File: src/rtl/ay_sound_if.sv
// Z80 I/O bus bundle between the CPU-side decode and the AY sound block.
interface ay_sound_if;
  logic [15:0] A;
  logic [7:0]  D;
  logic        nIORQ;
  logic        nRD;
  logic        nWR;
  logic [7:0]  dout;
  logic        dout_oe;

  modport master (output A, D, nIORQ, nRD, nWR, input dout, dout_oe);
  modport slave  (input A, D, nIORQ, nRD, nWR, output dout, dout_oe);
endinterface

File: src/rtl/ay_sound.sv
// AY-3-8910-compatible PSG on Z80 ports FFFD (select/read) and BFFD (data write).
// Build option AY_LOG_VOL_EN: logarithmic (~3 dB/step) volume table instead of v*17.
module ay_sound #(
  parameter int CLK_DIV = 14
) (
  input  logic       clk,
  input  logic       nRESET,
  ay_sound_if.slave  bus,
  output logic [9:0] mix,
  output logic       pdm
);
  localparam int DIV_W = $clog2(CLK_DIV);
  localparam logic [DIV_W-1:0] DIV_LAST = DIV_W'(CLK_DIV - 1);

  function automatic logic [7:0] vol_curve(input logic [3:0] v);
`ifdef AY_LOG_VOL_EN
    logic [7:0] t;
    case (v)
      4'd0:    t = 8'd0;
      4'd1:    t = 8'd2;
      4'd2:    t = 8'd3;
      4'd3:    t = 8'd4;
      4'd4:    t = 8'd6;
      4'd5:    t = 8'd8;
      4'd6:    t = 8'd11;
      4'd7:    t = 8'd16;
      4'd8:    t = 8'd23;
      4'd9:    t = 8'd32;
      4'd10:   t = 8'd45;
      4'd11:   t = 8'd64;
      4'd12:   t = 8'd90;
      4'd13:   t = 8'd128;
      4'd14:   t = 8'd181;
      default: t = 8'd255;
    endcase
    return t;
`else
    return {v, v};
`endif
  endfunction

  // Prescaler: tick at the AY master rate, t8/t16 for tone and noise/envelope.
  logic [DIV_W-1:0] div_q;
  logic [3:0]       tick_cnt_q;
  logic             tick, t8, t16;
  assign tick = (div_q == DIV_LAST);
  assign t8   = tick & (tick_cnt_q[2:0] == 3'd7);
  assign t16  = tick & (tick_cnt_q == 4'hF);

  always_ff @(posedge clk) begin
    if (!nRESET) begin
      div_q      <= '0;
      tick_cnt_q <= '0;
    end else if (tick) begin
      div_q      <= '0;
      tick_cnt_q <= tick_cnt_q + 4'd1;
    end else begin
      div_q <= div_q + 1'b1;
    end
  end

  logic sel_port, data_port, iowr, wr_stb;
  logic iowr_q, iowr_prev_q, wsel_q, wdat_q, env_restart_q;
  logic [7:0] d_q;
  logic [3:0] sel_q;
  logic [7:0] regs_q [16];
  logic       unused;

  assign sel_port  = bus.A[15] & bus.A[14] & ~bus.A[1];
  assign data_port = bus.A[15] & ~bus.A[14] & ~bus.A[1];
  assign iowr      = ~bus.nIORQ & ~bus.nWR & bus.nRD;
  assign wr_stb    = iowr_q & ~iowr_prev_q;
  assign unused    = ^{bus.A[13:2], bus.A[0]};

  // Bus fields are captured with the strobe so a long CPU cycle writes exactly once.
  always_ff @(posedge clk) begin
    if (!nRESET) begin
      iowr_q        <= 1'b0;
      iowr_prev_q   <= 1'b0;
      wsel_q        <= 1'b0;
      wdat_q        <= 1'b0;
      d_q           <= '0;
      sel_q         <= '0;
      env_restart_q <= 1'b0;
      for (int i = 0; i < 16; i++) regs_q[i] <= '0;
    end else begin
      iowr_q        <= iowr;
      iowr_prev_q   <= iowr_q;
      wsel_q        <= sel_port;
      wdat_q        <= data_port;
      d_q           <= bus.D;
      env_restart_q <= wr_stb & wdat_q & (sel_q == 4'd13);
      if (wr_stb && wsel_q) sel_q <= d_q[3:0];
      if (wr_stb && wdat_q) regs_q[sel_q] <= d_q;
    end
  end

  logic [7:0] rd_mask;
  always_comb begin
    rd_mask = 8'hFF;
    case (sel_q)
      4'd1, 4'd3, 4'd5, 4'd13: rd_mask = 8'h0F;
      4'd6, 4'd8, 4'd9, 4'd10: rd_mask = 8'h1F;
      default:                 rd_mask = 8'hFF;
    endcase
  end
  assign bus.dout    = (sel_q[3:1] == 3'b111) ? 8'hFF : (regs_q[sel_q] & rd_mask);
  assign bus.dout_oe = ~bus.nIORQ & ~bus.nRD & sel_port;

  logic [4:0]  np, ncnt_q;
  logic [16:0] lfsr_q;
  logic        noise;
  assign np    = (regs_q[6][4:0] == 5'd0) ? 5'd1 : regs_q[6][4:0];
  assign noise = lfsr_q[0];

  always_ff @(posedge clk) begin
    if (!nRESET) begin
      ncnt_q <= '0;
      lfsr_q <= 17'h1;
    end else if (t16) begin
      if ({1'b0, ncnt_q} + 6'd1 >= {1'b0, np}) begin
        ncnt_q <= '0;
        lfsr_q <= {lfsr_q[0] ^ lfsr_q[3], lfsr_q[16:1]};
      end else begin
        ncnt_q <= ncnt_q + 5'd1;
      end
    end
  end

  logic [15:0] ep, ecnt_q;
  logic [3:0]  env_cnt_q, env_hlvl_q, env_level;
  logic        env_att_q, env_hold_q;
  logic [7:0]  r13;
  assign r13       = regs_q[13];
  assign ep        = ({regs_q[12], regs_q[11]} == 16'd0) ? 16'd1 : {regs_q[12], regs_q[11]};
  assign env_level = env_hold_q ? env_hlvl_q : (env_att_q ? env_cnt_q : ~env_cnt_q);

  // Shape bits {C, Att, Alt, Hold} decide what happens when the step counter wraps.
  always_ff @(posedge clk) begin
    if (!nRESET) begin
      ecnt_q     <= '0;
      env_cnt_q  <= '0;
      env_hlvl_q <= '0;
      env_att_q  <= 1'b0;
      env_hold_q <= 1'b0;
    end else if (env_restart_q) begin
      ecnt_q     <= '0;
      env_cnt_q  <= '0;
      env_hold_q <= 1'b0;
      env_att_q  <= r13[2];
    end else if (t16 && !env_hold_q) begin
      if ({1'b0, ecnt_q} + 17'd1 >= {1'b0, ep}) begin
        ecnt_q    <= '0;
        env_cnt_q <= env_cnt_q + 4'd1;
        if (env_cnt_q == 4'hF) begin
          if (!r13[3]) begin
            env_hold_q <= 1'b1;
            env_hlvl_q <= 4'h0;
          end else if (r13[0]) begin
            env_hold_q <= 1'b1;
            env_hlvl_q <= {4{r13[2] ^ r13[1]}};
          end else if (r13[1]) begin
            env_att_q <= ~env_att_q;
          end
        end
      end else begin
        ecnt_q <= ecnt_q + 16'd1;
      end
    end
  end

  logic [2:0][7:0] lvl;
  genvar gi;
  generate
    for (gi = 0; gi < 3; gi++) begin : g_ch
      logic [11:0] tp_raw, tp, cnt_q;
      logic        tone_q, gate;
      logic [3:0]  v;
      assign tp_raw = {regs_q[2*gi+1][3:0], regs_q[2*gi]};
      assign tp     = (tp_raw == 12'd0) ? 12'd1 : tp_raw;
      assign gate   = (tone_q | regs_q[7][gi]) & (noise | regs_q[7][gi+3]);
      assign v      = regs_q[8+gi][4] ? env_level : regs_q[8+gi][3:0];
      assign lvl[gi] = gate ? vol_curve(v) : 8'd0;

      always_ff @(posedge clk) begin
        if (!nRESET) begin
          cnt_q  <= '0;
          tone_q <= 1'b0;
        end else if (t8) begin
          if ({1'b0, cnt_q} + 13'd1 >= {1'b0, tp}) begin
            cnt_q  <= '0;
            tone_q <= ~tone_q;
          end else begin
            cnt_q <= cnt_q + 12'd1;
          end
        end
      end
    end
  endgenerate

  logic [9:0]  mix_d, mix_q;
  logic [10:0] acc_q;
  assign mix_d = {2'b00, lvl[0]} + {2'b00, lvl[1]} + {2'b00, lvl[2]};

  always_ff @(posedge clk) begin
    if (!nRESET) begin
      mix_q <= '0;
      acc_q <= '0;
    end else begin
      mix_q <= mix_d;
      acc_q <= {1'b0, acc_q[9:0]} + {1'b0, mix_q};
    end
  end

  assign mix = mix_q;
  assign pdm = acc_q[10];
endmodule
File: src/flat_wrapper.sv
// flat-port wrapper written by rule: the top's interface ports become plain ports
module ay_sound_flat 
#(
  parameter int CLK_DIV = 14
)
  (clk, nRESET, mix, pdm, bus_A, bus_D, bus_nIORQ, bus_nRD, bus_nWR, bus_dout, bus_dout_oe);
  ay_sound_if bus_i ();
  input  logic clk;
  input  logic nRESET;
  output logic [9:0] mix;
  output logic pdm;
  input wire logic [$bits(bus_i.A)-1:0] bus_A;
  input wire logic [$bits(bus_i.D)-1:0] bus_D;
  input wire logic [$bits(bus_i.nIORQ)-1:0] bus_nIORQ;
  input wire logic [$bits(bus_i.nRD)-1:0] bus_nRD;
  input wire logic [$bits(bus_i.nWR)-1:0] bus_nWR;
  output wire logic [$bits(bus_i.dout)-1:0] bus_dout;
  output wire logic [$bits(bus_i.dout_oe)-1:0] bus_dout_oe;
  assign bus_i.A = bus_A;
  assign bus_i.D = bus_D;
  assign bus_i.nIORQ = bus_nIORQ;
  assign bus_i.nRD = bus_nRD;
  assign bus_i.nWR = bus_nWR;
  assign bus_dout = bus_i.dout;
  assign bus_dout_oe = bus_i.dout_oe;
  ay_sound #(.CLK_DIV(CLK_DIV)) u_core (.clk(clk), .nRESET(nRESET), .bus(bus_i), .mix(mix), .pdm(pdm));
endmodule
File: config.mk
export PLATFORM = sky130hd
export DESIGN_NAME = ay_sound_flat
export DESIGN_NICKNAME = d
export VERILOG_FILES = /design/src/rtl/ay_sound_if.sv /design/src/rtl/ay_sound.sv /design/src/flat_wrapper.sv
export SDC_FILE = /design/constraint.sdc
export NUM_CORES = 1
export LEC_CHECK = 0
export ABC_AREA = 1
export BUFFER_PORTS_ARGS = -buffer_cell sky130_fd_sc_hd__buf_4
export CORE_ASPECT_RATIO = 1.1
export CORE_UTILIZATION = 45
export DETAILED_ROUTE_END_ITERATION = 10
export GPL_TIMING_DRIVEN = 0
export PLACE_DENSITY_LB_ADDON = 0.05
export SKIP_LAST_GASP = 1
export SLEW_MARGIN = 20
export SYNTH_ARGS = -nofsm -noshare
export SYNTH_HDL_FRONTEND = slang
export SYNTH_SLANG_ARGS = --single-unit
File: constraint.sdc
create_clock -name clk -period 7.12 [get_ports clk]
set_input_delay 0.356 -clock clk [delete_from_list [all_inputs] [get_ports clk]]
set_output_delay 0.356 -clock clk [all_outputs]
set_load 0.005 [all_outputs]
==> results of run 1 <==
-- sequential cells by signal, summed over array words and instances, names as in the netlist, 2 cells and up, named ones only --
name                count
u_core.rd_mask          2
u_core.ncnt_q           5
u_core.g_ch.cnt_q      36
u_core.d_q              8
u_core.tick_cnt_q       4
u_core.lfsr_q          17
u_core.regs_q         128
u_core.mix             10
u_core.div_q            4
u_core.sel_q            4
u_core.g_ch.tone_q      3
u_core.ecnt_q          16
u_core.acc_q           11
u_core.env_cnt_q        4
-- logic make-up after synthesis --
kind of cell,Yosys count,synth area share
and+or+nand+nor,789,0.233
AOI/OAI and AO/OA,356,0.132
buffers and inverters,297,0.0785
DFF,264,0.449
adders and majority gates,93,0.0810
xor gates and xnor gates,46,0.0275
-- final timing paths --
path                                       start            endpoint  cells after the start
worst min-delay path                      nRESET  u_core.iowr_prev_q                      3
worst min register to register     u_core.iowr_q  u_core.iowr_prev_q                      2
worst max register to register  u_core.env_att_q       u_core.mix[8]                     17
worst max-delay path            u_core.env_att_q       u_core.mix[8]                     17
-- power groups by stage --
stage | Sequential, mW | Clock [mW] | Combinational (mW)
final | 1.65 | 1.48 | 0.229
after global routing | 1.66 | 1.56 | 0.257
after CTS | 1.65 | 1.50 | 0.229
after detailed placement | 1.68 | 0 | 0.223
after global placement | 1.68 | 0 | 0.221
after floorplan | 1.68 | 0 | 0.144
-- per-stage QoR --
step | instances | worst slack, ps | hold WS (ps) | cell area (um^2)
2_1_floorplan | 1845 | 4050 | 420 | 14600
3_3_place_gp | 2300 | 3490 | 437 | 15400
3_5_place_dp | 2300 | 3490 | 441 | 15400
4_1_cts | 2365 | 3470 | 9.94 | 16500
5_1_grt | 2365 | 3060 | 36.2 | 16500
6_report | 2365 | 3450 | 32.1 | 16500
-- layout make-up --
| cell class | instances | area [um^2] |
|---|---|---|
| buffer | 67 | 284 |
| timing repair buffer | 47 | 383 |
| sequential | 264 | 6570 |
| multi-input combinational | 1284 | 6920 |
| tap | 420 | 526 |
| fill | 3110 | 15300 |
| clock inverter | 19 | 168 |
| clock buffer | 34 | 744 |
| inverter | 230 | 866 |
-- timing repair --
item / CTS / global route
endpoints found under the setup margin: 0 / 0
hold buffers: 12 / 0
endpoints found under the hold margin: 10 / 0
buffers inserted: 0 / 0
-- worst reg2reg max path: cells and delay by family, from the launching register on --
kind | cells | cell delay, ps
AO/OA/AOI/OAI | 8 | 1820
XOR/XNOR | 1 | 160
adder cells (fa/ha/maj) | 2 | 600
buffers and inverters | 2 | 440
flip-flops | 1 | 300
AND/OR/NAND/NOR | 4 | 300
-- per-layer routing --
| layer | routed length [um] | global-route usage |
|---|---|---|
| met1 | 18800 | 0.332 |
| met2 | 18600 | 0.403 |
| met3 | 2350 | 0.0346 |
| met4 | 1280 | 0.0854 |
| met5 | 0 | 0 |
-- cell usage in the layout (no fill, tap or decap), types with 10 or more instances in the layout --
cell and count:
nor2_1 327, nand2_1 272, inv_1 221, a21oi_1 160, o21ai_0 142, dfxtp_1 136, edfxtp_1 128, ha_1 90
nand3_1 73, nand4_1 65, clkbuf_1 56, buf_4 40, xor2_1 37, clkbuf_16 29, nor3_1 26, dlygate4sd3_1 12
clkinv_1 11, a211oi_1 10
==> results.toml, run 1 <==
[route]
wl_per_cell_um = 17.3
postRouteAntennaNets = 0
vias = 12600
drt_wl_total_mm = 41.0
drc_errors = 0
drtPass1Iterations = 5
drtIter0Drc = 997
drt-vias-per-instance = 5.33

[pwr]
power_frac_clock = 0.440
p_comb_frac = 0.068
power_density_nw_per_um2 = 204
ir_worst_vdd_v = 0.000162
intPower_mw = 2.56
p_total_mw = 3.36
swShare = 0.239
power_frac_seq = 0.492
p_sw_uw = 801
leakage_nw = 6.88

[setup_path]
crit_chain = "clkbuf_1 -> a21oi_1 -> a21oi_1 -> nor2_1 -> a211oi_1 -> ha_1 -> clkbuf_1 -> a21oi_1 -> nand2_1 -> xor2_1 -> ha_1 -> nand2_1 -> nor2_1 -> a211oi_1 -> o221ai_1 -> a21oi_1 -> o21a_1"
crit_family = "compound AO/OA/AOI/OAI gates"
crit_top_cell = "a21oi_1"
crit_path_start_kind = "flop"
path_buf_inv = 2
crit_path_max_fanout = 8
worst_setup_path_end_kind = "flop"
worstSetupPathType = "reg -> reg"
cp.required_ps = 7620
cp.arrival_ps = 4170
rrSetupSlack_ps = 3450
slowest_stage = "a211oi_1"
max_stage_delay_ps = 410

[logic_synthesis]
synth-seq-cells = 264
avgSynthCellArea_um2 = 7.94
post_synth_num_cell_types = 50
synth-seq-area-share = 0.449
synth_top_area_share = 0.263
synth-async-reset-ratio = 0
netlist_area_um2 = 14600
yosys.area.top_type = "edfxtp_1"
yosys_warnings = 0
synth_area_leaders = "edfxtp_1, dfxtp_1, nor2_1"
synth-edff-count = 128
synth.most_common_cell = "nor2_1"
ys.flop_type = "dfxtp_1"
synth_common_cells = "nor2_1, nand2_1, inv_1"
synthCells = 1845
syn-num-nets = 1967

[clocking]
cts_root_buf = "clkbuf_16"
clk_pin_slew_ps = 60
clock_latency_ps = 560
cts_buffers = 29
cts_tree = "done"
clock_path_buffers = 3
h-tree-depth = 1
cts_sinks = 264
post_cts_resized = 0

[die]
die_h_um = 191
num_io_pins = 49
die_w_um = 174
core_area_um2 = 31700
initial_core_util = 0.461
dieArea_um2 = 33300
num_rows = 68

[final_layout]
antennaDiodeCount = 0
final_layout_size_suffix_gt1_frac = 0.0560
area_growth_pct = 12.4
nets = 2045
final_util = 0.519

[sta]
fmax_mhz = 273
skew_ps = 13.0
slew_violations = 0
finalCritPeriodShare = 0.515
worst_pin_slew_ps = 973
period_minus_slack_ps = 3670
rsz0062_at_grt = "no"
fin_tns_setup_ps = 0
hold_violations = 0
slew_headroom = 0.351
finalSetupViolations = 0

[global_routing]
grt_usage = 0.246
grt_pass1_vias = 11900
grt_max_degree = 14
grt_antenna_before_repair = 0
grt_pass1_wl_mm = 63.9
grt_overflow = 0

[flow_run]
drv_cap = 0

[placed_design]
gp_congestion = 0.916
dpl.hpwl_mm = 30.5
io_buffers = 35

[status]
status = "finished clean"

[min_path]
holdCritPathClass = "in -> reg"
Note: power is estimated with default switching activity, not from simulation.
==> run 2, diff against run 1 <==
--- a/config.mk
+++ b/config.mk
@@ -5,7 +5,7 @@
 export SDC_FILE = /design/constraint.sdc
 export NUM_CORES = 1
 export LEC_CHECK = 0
-export ABC_AREA = 1
+export ABC_AREA = 0
 export BUFFER_PORTS_ARGS = -buffer_cell sky130_fd_sc_hd__buf_4
 export CORE_ASPECT_RATIO = 1.1
 export CORE_UTILIZATION = 45
==> constraint.sdc (replaced) <==
create_clock -name clk -period 3 [get_ports clk]
set_input_delay 0.15 -clock clk [delete_from_list [all_inputs] [get_ports clk]]
set_output_delay 0.15 -clock clk [all_outputs]
set_load 0.005 [all_outputs]
==> run 2 against run 1 <==
Net effect: the run now ends with negative setup slack left; die area fell by 1.4%; cell area rose by 6.9%; combinational power rose by 140%; area after synthesis fell by 1.4%; synthesized cell count fell by 25%; cell count fell by 17%; hold slack improved by 280 ps; largest power group unchanged.
==> results.toml, run 2 <==
[status]
status = "finished with violations"
violations = "negative setup slack"

[logic_synthesis]
synth_top_area_share = 0.266
synth-seq-cells = 264
synth-edff-count = 128
syn-num-nets = 1514
synthCells = 1392
ys.flop_type = "dfxtp_1"
synth-async-reset-ratio = 0
yosys_warnings = 0
post_synth_num_cell_types = 69
netlist_area_um2 = 14400
synth.most_common_cell = "and2_1"
synth_area_leaders = "edfxtp_1, dfxtp_1, ha_1"
synth_common_cells = "and2_1, dfxtp_1, edfxtp_1"
synth-seq-area-share = 0.455
avgSynthCellArea_um2 = 10.4
yosys.area.top_type = "edfxtp_1"

[clocking]
clk_pin_slew_ps = 60
cts_sinks = 264
h-tree-depth = 1
cts_root_buf = "clkbuf_16"
clock_path_buffers = 3
cts_buffers = 30
cts_tree = "done"
clock_latency_ps = 550

[setup_path]
crit_path_start_kind = "flop"
crit_path_max_fanout = 3
worstSetupPathType = "reg -> reg"
worst_setup_path_end_kind = "flop"
cp.arrival_ps = 3640
cp.required_ps = 3450
rr_worst_depth = 13

[die]
initial_core_util = 0.458
die_w_um = 173
dieArea_um2 = 32800
num_io_pins = 49
die_h_um = 190
core_area_um2 = 31500
num_rows = 68

[route]
postRouteAntennaNets = 0
drt_wl_total_mm = 39.3
drtIter0Drc = 789
drtPass1Iterations = 5
vias = 10900
wl_per_cell_um = 20.0
drt-vias-per-instance = 5.54
drc_errors = 0

[sta]
skew_ps = 10.9
slew_headroom = 0.255
fin_tns_setup_ps = -494
period_minus_slack_ps = 3190
fmax_mhz = 314
finalSetupViolations = 5
finalCritPeriodShare = 1.06
hold_violations = 0
finalWorstSetupSlack_ps = -188
rsz0062_at_grt = "yes"
worst_pin_slew_ps = 1110
slew_violations = 0

[global_routing]
grt_pass1_wl_mm = 60.6
grt_antenna_before_repair = 0
grt_overflow = 0
grt_max_degree = 15
grt_usage = 0.239
grt_pass1_vias = 10600

[final_layout]
final_layout_size_suffix_gt1_frac = 0.213
reg.largest.list = "u_core.regs_q: 128 flops, u_core.g_ch.cnt_q: 36 flops, u_core.lfsr_q: 17 flops"
antennaDiodeCount = 0
layout_commonest_cell = "and2_1"
n_fill_cell = 2795
stdcell_count = 1967
largest_reg_flops = 128
nets = 1645
area_growth_pct = 22.0
layout_common_cells = "and2_1, edfxtp_1, dfxtp_1, nand2_1, nor2_1"
top_register = "u_core.regs_q"

[pwr]
ir_worst_vdd_v = 0.000439
leakage_nw = 7.22
power_density_nw_per_um2 = 478

[placed_design]
dpl.hpwl_mm = 28.1
io_buffers = 35
gp_congestion = 0.840
dp_cells = 1847

[min_path]
hold_depth = 3
holdCritPathClass = "in -> reg"

[flow_run]
drv_cap = 0
==> run 2: changes by cell type in the layout (fill, tap and decap cells not counted), moves of 32 or more <==
cell / before / now
a21oi_1: 160 / 56
and2_1: 0 / 138
buf_4: 40 / 82
inv_1: 221 / 84
mux4_2: 0 / 40
nand2_1: 272 / 86
nand3_1: 73 / 41
nand4_1: 65 / 14
nor2_1: 327 / 85
o21ai_0: 142 / 26
==> run 2: power by group <==
part           internal (mW)  switching [mW]  leakage (nW)  total, mW
Sequential              3.87          0.0885          2.43       3.96
Clock                   2.39            1.53         0.520       3.92
Combinational          0.233           0.307          4.26      0.540
Total                   6.49            1.92          7.22       8.41
==> run 2: cells by family (layout without fill, tap and decap cells) <==
kind of cell	Yosys count	in the layout	synth area share
XOR/XNOR	76	76	0.0461
AND/OR/NAND/NOR	523	523	0.194
AO/OA/AOI/OAI	219	219	0.0988
adder cells (fa/ha/maj)	93	93	0.0822
multiplexers	69	69	0.0827
buffers and inverters	148	303	0.0409
flip-flops	264	264	0.455
==> run 2: worst paths after layout <==
path	slack (ps)	to	start
min	320	u_core.iowr_q	bus_nIORQ
max reg2reg	-190	u_core.mix[9]	u_core.env_cnt_q[0]
min reg2reg	460	u_core.lfsr_q[15]	u_core.lfsr_q[16]
max	-190	u_core.mix[9]	u_core.env_cnt_q[0]
==> run 2: repair_timing <==
action / 4_1_cts / 5_1_grt
buffers inserted: 22 / 33
gates cloned: 3 / 0
pin swaps: 27 / 70
resized for setup: 94 / 86
hold buffers: 15 / 0
endpoints found under the setup margin: 71 / 73
endpoints found under the hold margin: 12 / 0
==> run 2: metrics by stage <==
step	worst slack [ps]	total power, mW	util	instance area, um^2	hold WS, ps
after floorplan	-82.8	4.31	-	14500	226
after global placement	-501	4.51	0.485	15300	331
after detailed placement	-542	4.52	0.485	15300	332
after CTS	-138	8.47	0.539	17000	305
after global routing	-314	8.68	0.559	17600	331
final	-188	8.41	0.559	17600	317
==> run 2: routing by layer <==
| metal | wire length, um | track usage |
|---|---|---|
| met2 | 18100 | 0.389 |
| met1 | 18500 | 0.337 |
| met4 | 869 | 0.0582 |
| met5 | 0 | 0 |
| met3 | 1850 | 0.0312 |
==> run 2: critical path, stage by stage, from the launching register on <==
cell      delay, ps
dfxtp_4         360
xor2_2          170
o21a_4          220
a211oi_2        230
ha_2            230
fa_2            460
ha_4            220
a21o_1          190
a21oi_2         160
nor2b_1          80
o21a_1          200
o41ai_2         250
nor2_1          100
o211a_1         210
==> run 2: cell type report <==
type                       count  area (um^2)  share of cell area
timing repair buffer         107          891              0.0506
clock buffer                  42          881              0.0500
multi-input combinational    980         7910               0.449
buffer                        55          285              0.0162
clock inverter                14          183              0.0104
inverter                      85          319              0.0181
tap                          420          526              0.0299
sequential                   264         6610               0.376
==> run 3, diff against run 2 <==
--- a/config.mk
+++ b/config.mk
@@ -8,7 +8,7 @@
 export ABC_AREA = 0
 export BUFFER_PORTS_ARGS = -buffer_cell sky130_fd_sc_hd__buf_4
 export CORE_ASPECT_RATIO = 1.1
-export CORE_UTILIZATION = 45
+export CORE_UTILIZATION = 57
 export DETAILED_ROUTE_END_ITERATION = 10
 export GPL_TIMING_DRIVEN = 0
 export PLACE_DENSITY_LB_ADDON = 0.05
==> run 3 against run 2 <==
Net effect: the run still ends with negative setup slack left; worst setup slack got worse by 46 ps; global-route usage rose by 4.7 points; clock skew shrank 2.1 ps; hold slack is essentially flat; cell count is 5.7% lower; clock-buffer cell count decreased by 5; utilization increased by 15 points; via count grew 2.2%; register-to-register slack lost 50 ps.
==> results.toml, run 3 (same netlist as run 2, synthesis figures left out) <==
[status]
violations = "negative setup slack"
status = "finished with violations"

[clocking]
clk_pin_slew_ps = 60
cts_tree = "done"
h-tree-depth = 1
clock_latency_ps = 550
cts_buffers = 29
clock_path_buffers = 3
cts_root_buf = "clkbuf_16"
cts_sinks = 264

[pwr]
ir_worst_vdd_v = 0.000462
power_frac_clock = 0.449
leakage_nw = 7.19
p_sw_mw = 1.87
intPower_mw = 6.31
power_frac_seq = 0.483
swShare = 0.228
p_comb_frac = 0.067
power_density_nw_per_um2 = 469
p_total_mw = 8.18

[final_layout]
top_register = "u_core.regs_q"
layout_commonest_cell = "and2_1"
nets = 1642
layout_common_cells = "and2_1, edfxtp_1, dfxtp_1, inv_1, nand2_1"
reg.largest.list = "u_core.regs_q: 128 flops, u_core.g_ch.cnt_q: 36 flops, u_core.lfsr_q: 17 flops"
largest_reg_flops = 128
area_growth_pct = 20.8
final_util = 0.706
final_layout_size_suffix_gt1_frac = 0.217
n_fill_cell = 1828

[die]
num_rows = 60
num_io_pins = 49
die_h_um = 169
dieArea_um2 = 26000
die_w_um = 154
core_area_um2 = 24700
initial_core_util = 0.584

[setup_path]
cp.arrival_ps = 3680
crit_path_max_fanout = 4
cp.required_ps = 3440
worstSetupPathType = "reg -> reg"
worst_setup_path_end_kind = "flop"
crit_path_start_kind = "flop"

[sta]
rsz0062_at_grt = "yes"
skew_ps = 8.86
finalSetupViolations = 27
finalWorstSetupSlack_ps = -234
fmax_mhz = 309
slew_headroom = 0.254
worst_pin_slew_ps = 1110
period_minus_slack_ps = 3230
slew_violations = 0
finalCritPeriodShare = 1.08
fin_tns_setup_ps = -2940
holdWs_ps = 317
hold_violations = 0

[global_routing]
grt_max_degree = 14
grt_usage = 0.286
grt_overflow = 0
grt_pass1_vias = 10500
grt_pass1_wl_mm = 57.4
grt_antenna_before_repair = 3

[route]
drtIter0Drc = 921
drt_wl_total_mm = 38.2
postRouteAntennaNets = 0
vias = 11100
wl_per_cell_um = 20.6
drc_errors = 0
drt-vias-per-instance = 6.01
drtPass1Iterations = 5

[min_path]
holdCritPathClass = "in -> reg"

[placed_design]
io_buffers = 35
dpl.hpwl_mm = 26.4
gp_congestion = 0.862
dpl_worst_slack_ps = -447

[flow_run]
drv_cap = 0
==> run 3: cell types whose count changed in the layout (fill, tap and decap cells not counted), moves of 4 or more <==
cell / delta
o21ai_0: -7
buf_6: +8
nand3_1: +4
buf_4: -9
dfxtp_4: +4
o21ai_2: +6
==> run 3: power by group through the flow <==
stage               Combinational (mW)  Sequential [mW]  Clock (mW)
global route                     0.604             3.96        3.84
global placement                 0.456             4.03           0
detailed placement               0.470             4.04           0
CTS                              0.503             3.96        3.70
finish                           0.549             3.95        3.67
floorplan                        0.317             3.99           0
==> run 3: layout make-up <==
cell class / count / area, um^2 / share of cell area
inverters: 85 / 319 / 0.0183
flip-flops and latches: 264 / 6620 / 0.380
plain buffers: 57 / 288 / 0.0165
clock buffers: 37 / 797 / 0.0457
diodes: 2 / 5.00 / 0.000287
clock inverters: 16 / 175 / 0.0100
well taps: 310 / 388 / 0.0222
multi-input cells: 980 / 7970 / 0.457
repair buffers: 103 / 871 / 0.0500
==> run 3: timing repair <==
| item | CTS | global route |
|---|---|---|
| buffers inserted | 19 | 31 |
| setup endpoints to repair | 71 | 76 |
| pin swaps | 24 | 87 |
| endpoints found under the hold margin | 12 | 0 |
| resized for setup | 72 | 145 |
| gates cloned | 1 | 3 |
| hold buffers | 15 | 0 |
==> run 3: path summary, 6_finish.rpt <==
kind                                         startpoint                      end  slack [ps]  cells past startpoint
worst min-delay path                          bus_nIORQ            u_core.iowr_q         320                      3
worst max-delay path                   u_core.env_att_q            u_core.mix[9]        -230                     13
worst max register to register         u_core.env_att_q            u_core.mix[9]        -230                     13
worst min register to register  u_core.g_ch[1].cnt_q[8]  u_core.g_ch[1].cnt_q[8]         450                      2
==> run 3: critical path, cell delays in order, from the launching register on <==
cell and delay, ps:
dfxtp_4 360, xor2_2 170, o21a_4 230, a211oi_2 230, ha_2 240, fa_2 460, ha_4 220, a21o_1 160
a21oi_2 180, nor2b_2 70, o21a_1 200, o41ai_2 270, nor2_1 100, o211a_1 210
==> run 3: through the flow <==
stage	instances	cell area (um^2)
floorplan	1392	14500
global placement	1737	15100
detailed placement	1737	15100
CTS	1820	16600
global route	1852	17400
finish	1854	17400
==> run 3: per-layer routing <==
layer,routed length [um],track usage,up-vias
met2,18100,0.466,432
met5,0,0,-
met1,16300,0.403,5428
met4,668,0.0730,0
met3,3100,0.0376,45
li1,-,-,5232
